[config.mk]
export PLATFORM = sky130hd
export DESIGN_NAME = fractcam_upd_ctrl
export DESIGN_NICKNAME = d
export VERILOG_FILES = /design/src/rtl/fractcam_pkg.sv /design/src/rtl/fractcam_slice_enc.sv /design/src/rtl/fractcam_upd_ctrl.sv
export SDC_FILE = /design/constraint.sdc
export NUM_CORES = 1
export LEC_CHECK = 0
export ABC_AREA = 1
export CELL_PAD_IN_SITES_DETAIL_PLACEMENT = 2
export CELL_PAD_IN_SITES_GLOBAL_PLACEMENT = 2
export CORE_MARGIN = 2
export CORE_UTILIZATION = 24
export DETAILED_ROUTE_END_ITERATION = 16
export PLACE_DENSITY = 0.85
export SYNTH_ARGS = -nofsm -noshare
export SYNTH_HDL_FRONTEND = slang
export SYNTH_SLANG_ARGS = --single-unit
[constraint.sdc]
create_clock -name clk -period 1.9 [get_ports clk]
set_input_delay 0.19 -clock clk [delete_from_list [all_inputs] [get_ports clk]]
set_output_delay 0.19 -clock clk [all_outputs]
set_load 0.03 [all_outputs]
[src/rtl/fractcam_pkg.sv]
// Shared types and helpers for the FracTCAM update controller.
// Optional macro: FRACTCAM_INIT_CLEAR_EN adds the post-reset CLEAR state.
package fractcam_pkg;

  typedef enum logic [1:0] {
    IDLE,
    SWEEP
`ifdef FRACTCAM_INIT_CLEAR_EN
    , CLEAR
`endif
  } state_t;

  localparam logic OP_WRITE  = 1'b0;
  localparam logic OP_DELETE = 1'b1;

  localparam int unsigned MAX_KEY_W   = 256;
  localparam int unsigned MAX_SLICE_W = 16;

  // Returns slice s (w bits wide) of vec, zero-extended to MAX_SLICE_W.
  function automatic logic [MAX_SLICE_W-1:0] slice_of(input logic [MAX_KEY_W-1:0] vec,
                                                      input int unsigned s,
                                                      input int unsigned w);
    return MAX_SLICE_W'(vec >> (s * w)) &
           ((MAX_SLICE_W'(1) << w) - MAX_SLICE_W'(1));
  endfunction

endpackage

[src/rtl/fractcam_slice_enc.sv]
// Combinational per-slice match-bit encoder for one LUT-RAM address.
// Optional macro: none (FRACTCAM_INIT_CLEAR_EN affects only the top).
module fractcam_slice_enc
  import fractcam_pkg::*;
#(
  parameter int WIDTH  = 5,
  parameter int SLICES = 8
) (
  input  logic [WIDTH-1:0]        addr,
  input  logic [WIDTH*SLICES-1:0] key,
  input  logic [WIDTH*SLICES-1:0] mask,
  input  logic                    op,
  output logic [SLICES-1:0]       tbl_wr_data
);

  for (genvar s = 0; s < SLICES; s++) begin : g_slice
    logic [MAX_SLICE_W-1:0] k;
    logic [MAX_SLICE_W-1:0] m;
    assign k = slice_of(MAX_KEY_W'(key), s, WIDTH);
    assign m = slice_of(MAX_KEY_W'(mask), s, WIDTH);
    assign tbl_wr_data[s] = (op == OP_WRITE) &&
                            (((MAX_SLICE_W'(addr) ^ k) & m) == '0);
  end

endmodule

[src/rtl/fractcam_upd_ctrl.sv]
// FracTCAM update controller: expands entry write/delete into a LUT-RAM column sweep.
// Optional macro: FRACTCAM_INIT_CLEAR_EN (zero every entry after reset).
module fractcam_upd_ctrl
  import fractcam_pkg::*;
#(
  parameter int WIDTH  = 5,
  parameter int SLICES = 8,
  parameter int DEPTH  = 64,
  localparam int IDX_W = (DEPTH > 1) ? $clog2(DEPTH) : 1
) (
  input  logic                    clk,
  input  logic                    rst,
  input  logic                    req_valid,
  output logic                    req_ready,
  input  logic                    req_op,
  input  logic [IDX_W-1:0]        req_idx,
  input  logic [WIDTH*SLICES-1:0] req_key,
  input  logic [WIDTH*SLICES-1:0] req_mask,
  output logic                    done,
  output logic                    tbl_wr_en,
  output logic [IDX_W-1:0]        tbl_wr_idx,
  output logic [WIDTH-1:0]        tbl_wr_addr,
  output logic [SLICES-1:0]       tbl_wr_data,
  output logic                    lkp_block
);

  state_t                  state;
  logic                    op_q;
  logic [WIDTH*SLICES-1:0] key_q;
  logic [WIDTH*SLICES-1:0] mask_q;

  logic [WIDTH-1:0]        enc_addr;
  logic [WIDTH*SLICES-1:0] enc_key;
  logic [WIDTH*SLICES-1:0] enc_mask;
  logic                    enc_op;
  logic [SLICES-1:0]       enc_data;

  // The encoder computes the data for the next registered write: address 0 of the
  // incoming request while idle, otherwise the following address of the held entry.
  always_comb begin
    enc_addr = tbl_wr_addr + WIDTH'(1);
    enc_key  = key_q;
    enc_mask = mask_q;
    enc_op   = op_q;
    if (state == IDLE) begin
      enc_addr = '0;
      enc_key  = req_key;
      enc_mask = req_mask;
      enc_op   = req_op;
    end
  end

  fractcam_slice_enc #(
    .WIDTH  (WIDTH),
    .SLICES (SLICES)
  ) u_enc (
    .addr        (enc_addr),
    .key         (enc_key),
    .mask        (enc_mask),
    .op          (enc_op),
    .tbl_wr_data (enc_data)
  );

  always_ff @(posedge clk) begin
    if (rst) begin
`ifdef FRACTCAM_INIT_CLEAR_EN
      state     <= CLEAR;
      req_ready <= 1'b0;
`else
      state     <= IDLE;
      req_ready <= 1'b1;
`endif
      done        <= 1'b0;
      tbl_wr_en   <= 1'b0;
      tbl_wr_idx  <= '0;
      tbl_wr_addr <= '0;
      tbl_wr_data <= '0;
      lkp_block   <= 1'b0;
      op_q        <= OP_WRITE;
      key_q       <= '0;
      mask_q      <= '0;
    end else begin
      done <= 1'b0;
      case (state)
        IDLE: begin
          if (req_valid && req_ready) begin
            op_q        <= req_op;
            key_q       <= req_key;
            mask_q      <= req_mask;
            tbl_wr_idx  <= req_idx;
            tbl_wr_addr <= '0;
            tbl_wr_data <= enc_data;
            tbl_wr_en   <= 1'b1;
            lkp_block   <= 1'b1;
            req_ready   <= 1'b0;
            state       <= SWEEP;
          end
        end
        SWEEP: begin
          if (tbl_wr_addr == '1) begin
            tbl_wr_en   <= 1'b0;
            lkp_block   <= 1'b0;
            tbl_wr_data <= '0;
            req_ready   <= 1'b1;
            done        <= 1'b1;
            state       <= IDLE;
          end else begin
            tbl_wr_addr <= enc_addr;
            tbl_wr_data <= enc_data;
          end
        end
`ifdef FRACTCAM_INIT_CLEAR_EN
        // First CLEAR cycle after reset only arms the strobe; the sweep follows.
        CLEAR: begin
          tbl_wr_data <= '0;
          if (!tbl_wr_en) begin
            tbl_wr_en   <= 1'b1;
            lkp_block   <= 1'b1;
            tbl_wr_idx  <= '0;
            tbl_wr_addr <= '0;
          end else if (tbl_wr_addr == '1 && tbl_wr_idx == IDX_W'(DEPTH - 1)) begin
            tbl_wr_en <= 1'b0;
            lkp_block <= 1'b0;
            req_ready <= 1'b1;
            done      <= 1'b1;
            state     <= IDLE;
          end else if (tbl_wr_addr == '1) begin
            tbl_wr_addr <= '0;
            tbl_wr_idx  <= tbl_wr_idx + IDX_W'(1);
          end else begin
            tbl_wr_addr <= tbl_wr_addr + WIDTH'(1);
          end
        end
`endif
        default: state <= IDLE;
      endcase
    end
  end

endmodule

# --- Word level (Yosys, flattened, before mapping) ---
# Cells that the tools add are included.
word_totals:
  ff_bits: 105
  latch_bits: 0
  ram_bits: 0
  romBits: 0
  in_bits: 90
  out_inout_bits: 23
  word_cells: 79
  n_memories: 0
classes:
  n_addsub: 1
  mul: 0
  div: 0
  order_cmp: 0
  eq_ne: 5
  n_shift: 0
  mux: 20
  bitwise_logic: 18
  reduce_logical: 25
op_table:
  columns: ["cell", "count"]
  rows:
  - ["16-bit zero test", 8]
  - ["16-bit by 5-bit AND with 16-bit output", 5]
  - ["40-bit two-way mux", 2]
  - ["5-bit XOR", 8]
  - ["8-bit two-way mux", 2]
  - ["8-bit case mux with 2 select lines", 1]
  - ["5-bit AND", 3]
  - ["5-bit two-way mux", 3]
  - ["5-bit case mux with 2 select lines", 1]
  - ["1-bit logical AND", 9]
  - ["1-bit two-way mux", 6]
  - ["2-bit AND reduction", 3]
  - ["3-bit AND reduction", 2]
  - ["5-bit by 1-bit adder with 5-bit output, second input constant", 1]
  - ["5-bit equality test, second input constant", 1]
  - ["2-bit two-way mux", 2]
  - ["2-bit != test, second input constant", 2]
  - ["1-bit case mux with 2 select lines", 2]
  - ["2-bit case mux with 2 select lines", 1]
  - ["2-bit by 1-bit equality test with 1-bit output, second input constant", 1]
  - ["2-bit zero test", 1]
  - ["2-bit by 1-bit != test with 1-bit output, second input constant", 1]
  - ["1-bit NOT", 2]
  - ["2-bit nonzero test", 1]
  - ["2-bit OR reduction", 1]

# --- Logic depth before layout (Yosys ltp) ---
logic_depth:
  depth_word: 8
  depth_mapped: 13

# --- Cells and area by module ---
# A second synthesis with hierarchy kept.
hier_totals:
  cells_unflattened: 847
  area_unflattened_um2: 5546.6
modules_own_cells:
  columns: ["module", "instances", "cells_per_inst", "area_each_um2", "seq_area_each_um2"]
  rows:
  - ["fractcam_upd_ctrl", 1, 650, 4659.5, 2062.0]
  - ["fractcam_slice_enc", 1, 197, 887.1, 0.0]

# --- Worst setup path before layout ---
# No wires, ideal clock.
synth_timing:
  path_type: "reg2reg"
  from: "register tbl_wr_addr[0]"
  to: "register tbl_wr_data[0]"
  t_arrival_ns: 1.983
  t_required_ns: 1.768
  setup_slack_ns: -0.215
  stages_incl_launch_ff: 14
  path_buffers: 1
  period_less_slack_ns: 2.115
  cell_sequence: "dfxtp_1 > ha_1 > nand2_1 > nor2_1 > ha_1 > buf_2 > inv_1 > nand2_1 > nand2_1 > nand2_1 > a21oi_1 > nor2_1 > nand3_1 > a21oi_1"
synth_via:
  elab_chain_cells: 8
  elab_cells_between_ends: 10
synth_lines:
  columns: ["element", "line", "source"]
  rows:
  - ["start: declaration", "fractcam_upd_ctrl.sv:22", "output logic [WIDTH-1:0] tbl_wr_addr,"]
  - ["start signal: assignment", "fractcam_upd_ctrl.sv:108", "tbl_wr_addr <= enc_addr;"]
  - ["5-bit by 1-bit adder with 5-bit output", "fractcam_upd_ctrl.sv:41", "enc_addr = tbl_wr_addr + WIDTH'(1);"]
  - ["5-bit two-way mux", "fractcam_upd_ctrl.sv:45", "if (state == IDLE) begin"]
  - ["5-bit XOR", "fractcam_slice_enc.sv:22", "(((MAX_SLICE_W'(addr) ^ k) & m) == '0);"]
  - ["16-bit by 5-bit AND with 16-bit output", "fractcam_slice_enc.sv:22", null]
  - ["16-bit zero test", "fractcam_slice_enc.sv:22", null]
  - ["1-bit logical AND", "fractcam_slice_enc.sv:21", "assign tbl_wr_data[s] = (op == OP_WRITE) &&"]
  - ["8-bit two-way mux (on tied branches)", "fractcam_upd_ctrl.sv:100, fractcam_upd_ctrl.sv:86", null]
  - ["8-bit case mux with 2 select lines *", "fractcam_upd_ctrl.sv:84", "case (state)"]
  - ["end signal: assignment", "fractcam_upd_ctrl.sv:92", "tbl_wr_data <= enc_data;"]
  - ["end signal: assignment", "fractcam_upd_ctrl.sv:109", "tbl_wr_data <= enc_data;"]
  - ["end: declaration", "fractcam_upd_ctrl.sv:23", "output logic [SLICES-1:0] tbl_wr_data,"]
# Mark *: on every way between the ends. The rest lies on a longest branch, timed or not. The select of a mux whose other input is x is not followed.
# A chain may end at the register's enable or synchronous reset.

# --- Final worst setup path ---
layout_timing:
  from: "register tbl_wr_addr[0]"
  to: "register tbl_wr_data[3]"
# The elaborated chain is that of the path after synthesis.

==> impl_metrics.json <==
{
  "status": "complete, no violations",
  "num_vias": 5665,
  "grt_pass1_vias": 6073,
  "final-max-slew-violation-count": 0,
  "peakVddDrop_mv": 0.312,
  "syn_nets": 893,
  "grt_pass1_wl_um": 33000,
  "min_path_cells": 3,
  "die_area_um2": 22500,
  "max_slew_margin_pct": 63.2,
  "p_switching_w": 0.00192,
  "cts_made_buffers": 9,
  "clk_pin_slew_ns": 0.08,
  "drc": 0,
  "critical_path_class": "reg2reg",
  "syn_avg_cell_area_um2": 6.37,
  "clk_latency_ns": 0.36,
  "layout_common_cells": "nand2_1 (265), clkdlybuf4s50_1 (110), dfxtp_1 (100), nor2_1 (88), o21ai_0 (82)",
  "rows": 53,
  "report.final.setup_viol": 0,
  "timing.fmax_mhz": 561,
  "synth.distinct_cells": 24,
  "clock_skew_ns": 0.00881,
  "overflow": 0,
  "rsz0062_at_grt": "no",
  "wl_um": 21000,
  "grt_max_degree": 46,
  "antenna_found_initial": 0,
  "worstPathRequired_ns": 2.18,
  "fin_crit_ns": 1.78,
  "clockRootBuffer": "clkbuf_16",
  "cellPowerDensity_nw_per_um2": 858,
  "chipWidth_um": 150,
  "netlist_instances": 801,
  "cp_max_fo": 4,
  "p_comb_share_pct": 25.1,
  "port_buffers": 112,
  "synth-seq-cells": 103,
  "final_antenna_net_count": 0,
  "drtPass1Iterations": 4,
  "die_y_um": 150,
  "period_share_pct": 93.9,
  "fin_cells": 1181,
  "maxCapViolations": 0,
  "cts_sinks": 103,
  "yosysSeqAreaShare_pct": 40.4,
  "final_common_cell": "nand2_1",
  "min_path_type": "in2reg",
  "place_congestion": 0.787,
  "holdWs_ns": 0.399,
  "hpwl_um": 14800,
  "core_um2": 21000,
  "diodes": 0,
  "tritoncts": "built",
  "end_kind": "flip-flop",
  "syn-cell-area_um2": 5100,
  "reg2regPathDepth": 12,
  "worstMarginPinSlew_ns": 0.552,
  "vias_per_cell": 4.80,
  "cts_max_path_buffers": 2,
  "worstPathArrival_ns": 2.06,
  "seq_power_share_pct": 41.4,
  "drtIter0Drc": 247,
  "htreeDepth": 3,
  "initial_core_util_pct": 24.4,
  "placedCellCount": 1164,
  "leakage_nw": 2.85,
  "drive_gt1_share_pct": 7.84,
  "postCtsHoldBufs": 0,
  "area_delta_synth_final_pct": 36.7,
  "sw_frac_of_total_pct": 32.1,
  "synth_warnings": 0,
  "pwr-share-clk_pct": 33.5,
  "total_power_w": 0.00599,
  "ios": 113,
  "internal_power_w": 0.00406,
  "hold_violations": 0,
  "track_usage_pct": 19.2,
  "wl_per_cell_um": 17.8,
  "final_nets": 993,
  "crit_path_start_kind": "flip-flop"
}
-- state kept, by name (all words and copies together) (netlist names) --
name and flops:
tbl_wr_idx 6, tbl_wr_data 8, key_q 40, req_ready 1, tbl_wr_addr 5, done 1
lkp_block 1, op_q 1, mask_q 40
-- layer usage --
| layer | wire [um] | share of wire [%] | track usage, % |
|---|---|---|---|
| met1 | 9430 | 45 | 24.4 |
| met2 | 10200 | 49 | 32.4 |
| met3 | 636 | 3.0 | 2.20 |
| met4 | 711 | 3.4 | 8.82 |
| met5 | 0 | 0 | 0 |
-- final timing paths --
path                                     start        endpoint  slack, ns
worst min-delay path               req_mask[5]       mask_q[5]       0.40
worst max register to register  tbl_wr_addr[0]  tbl_wr_data[3]       0.12
worst min register to register       key_q[17]       key_q[17]       0.46
worst max-delay path            tbl_wr_addr[0]  tbl_wr_data[3]       0.12
-- area by class of cell --
class,instances,area (um^2)
Clock buffer,13,270
Clock inverter,3,40.0
Fill cell,2564,14000
Inverter,56,213
Multi-Input combinational cell,594,2700
Sequential cell,103,2070
Tap cell,275,344
Timing Repair Buffer,137,1350
-- power groups by stage --
stage	registers, W	logic [W]	clock network (W)
6_report	0.00248	0.00150	0.00201
5_1_grt	0.00250	0.00168	0.00214
4_1_cts	0.00248	0.00149	0.00205
3_5_place_dp	0.00253	0.00147	0
3_3_place_gp	0.00251	0.00141	0
2_1_floorplan	0.00257	0.000749	0
-- metrics by stage --
| stage | area (um^2) | setup WS (ns) | TNS, ns | util, % |
|---|---|---|---|---|
| after floorplan | 5110 | 0.0120 | 0 | - |
| after global placement | 6580 | 0.103 | 0 | 31.4 |
| after detailed placement | 6580 | -0.0322 | -0.0322 | 31.4 |
| after CTS | 6900 | -0.00236 | -0.00236 | 32.9 |
| after global routing | 6980 | 0.00447 | 0 | 33.3 |
| final | 6980 | 0.117 | 0 | 33.3 |
-- synthesized netlist by cell type --
master | number | share of area (%)
a211oi_1 | 3 | 0.44
a211oi_2 | 2 | 0.49
a21oi_1 | 77 | 7.5
a31oi_1 | 1 | 0.12
buf_1 | 1 | 0.073
buf_2 | 21 | 2.1
buf_4 | 5 | 0.74
clkbuf_1 | 21 | 1.5
dfxtp_1 | 103 | 40
ha_1 | 2 | 0.49
inv_1 | 53 | 3.9
inv_2 | 3 | 0.22
nand2_1 | 267 | 20
nand2_2 | 2 | 0.25
nand3_1 | 43 | 4.2
nand3_2 | 1 | 0.20
nand4_1 | 9 | 1.1
nand4_2 | 1 | 0.25
nor2_1 | 92 | 6.8
nor2_2 | 1 | 0.12
o211ai_1 | 6 | 0.88
o21ai_0 | 82 | 8.0
o21ai_1 | 3 | 0.29
or2_2 | 2 | 0.25
-- kinds of logic after synthesis --
group           share of synthesized area, %
simple gates                            32.8
compound gates                          17.8
buf+inv                                 8.53
flops                                   40.4
fa+ha+maj                              0.490
-- worst max-delay path: stages, from the launching register on --
cell     delay, ns
dfxtp_4       0.35
ha_2          0.19
nand2_2       0.08
nor2_2        0.12
ha_4          0.23
buf_4         0.16
nand2_1       0.07
nand2_1       0.06
nand2_1       0.06
a21oi_1       0.06
nor2_1        0.11
nand3_1       0.08
a21oi_1       0.14
-- timing repair --
item / CTS / global route
buffers inserted: 0 / 0
pin swaps: 0 / 4
resized for setup: 4 / 20
setup endpoints to repair: 7 / 8
cloned: 0 / 1
Power figures use the tool's default switching activity.
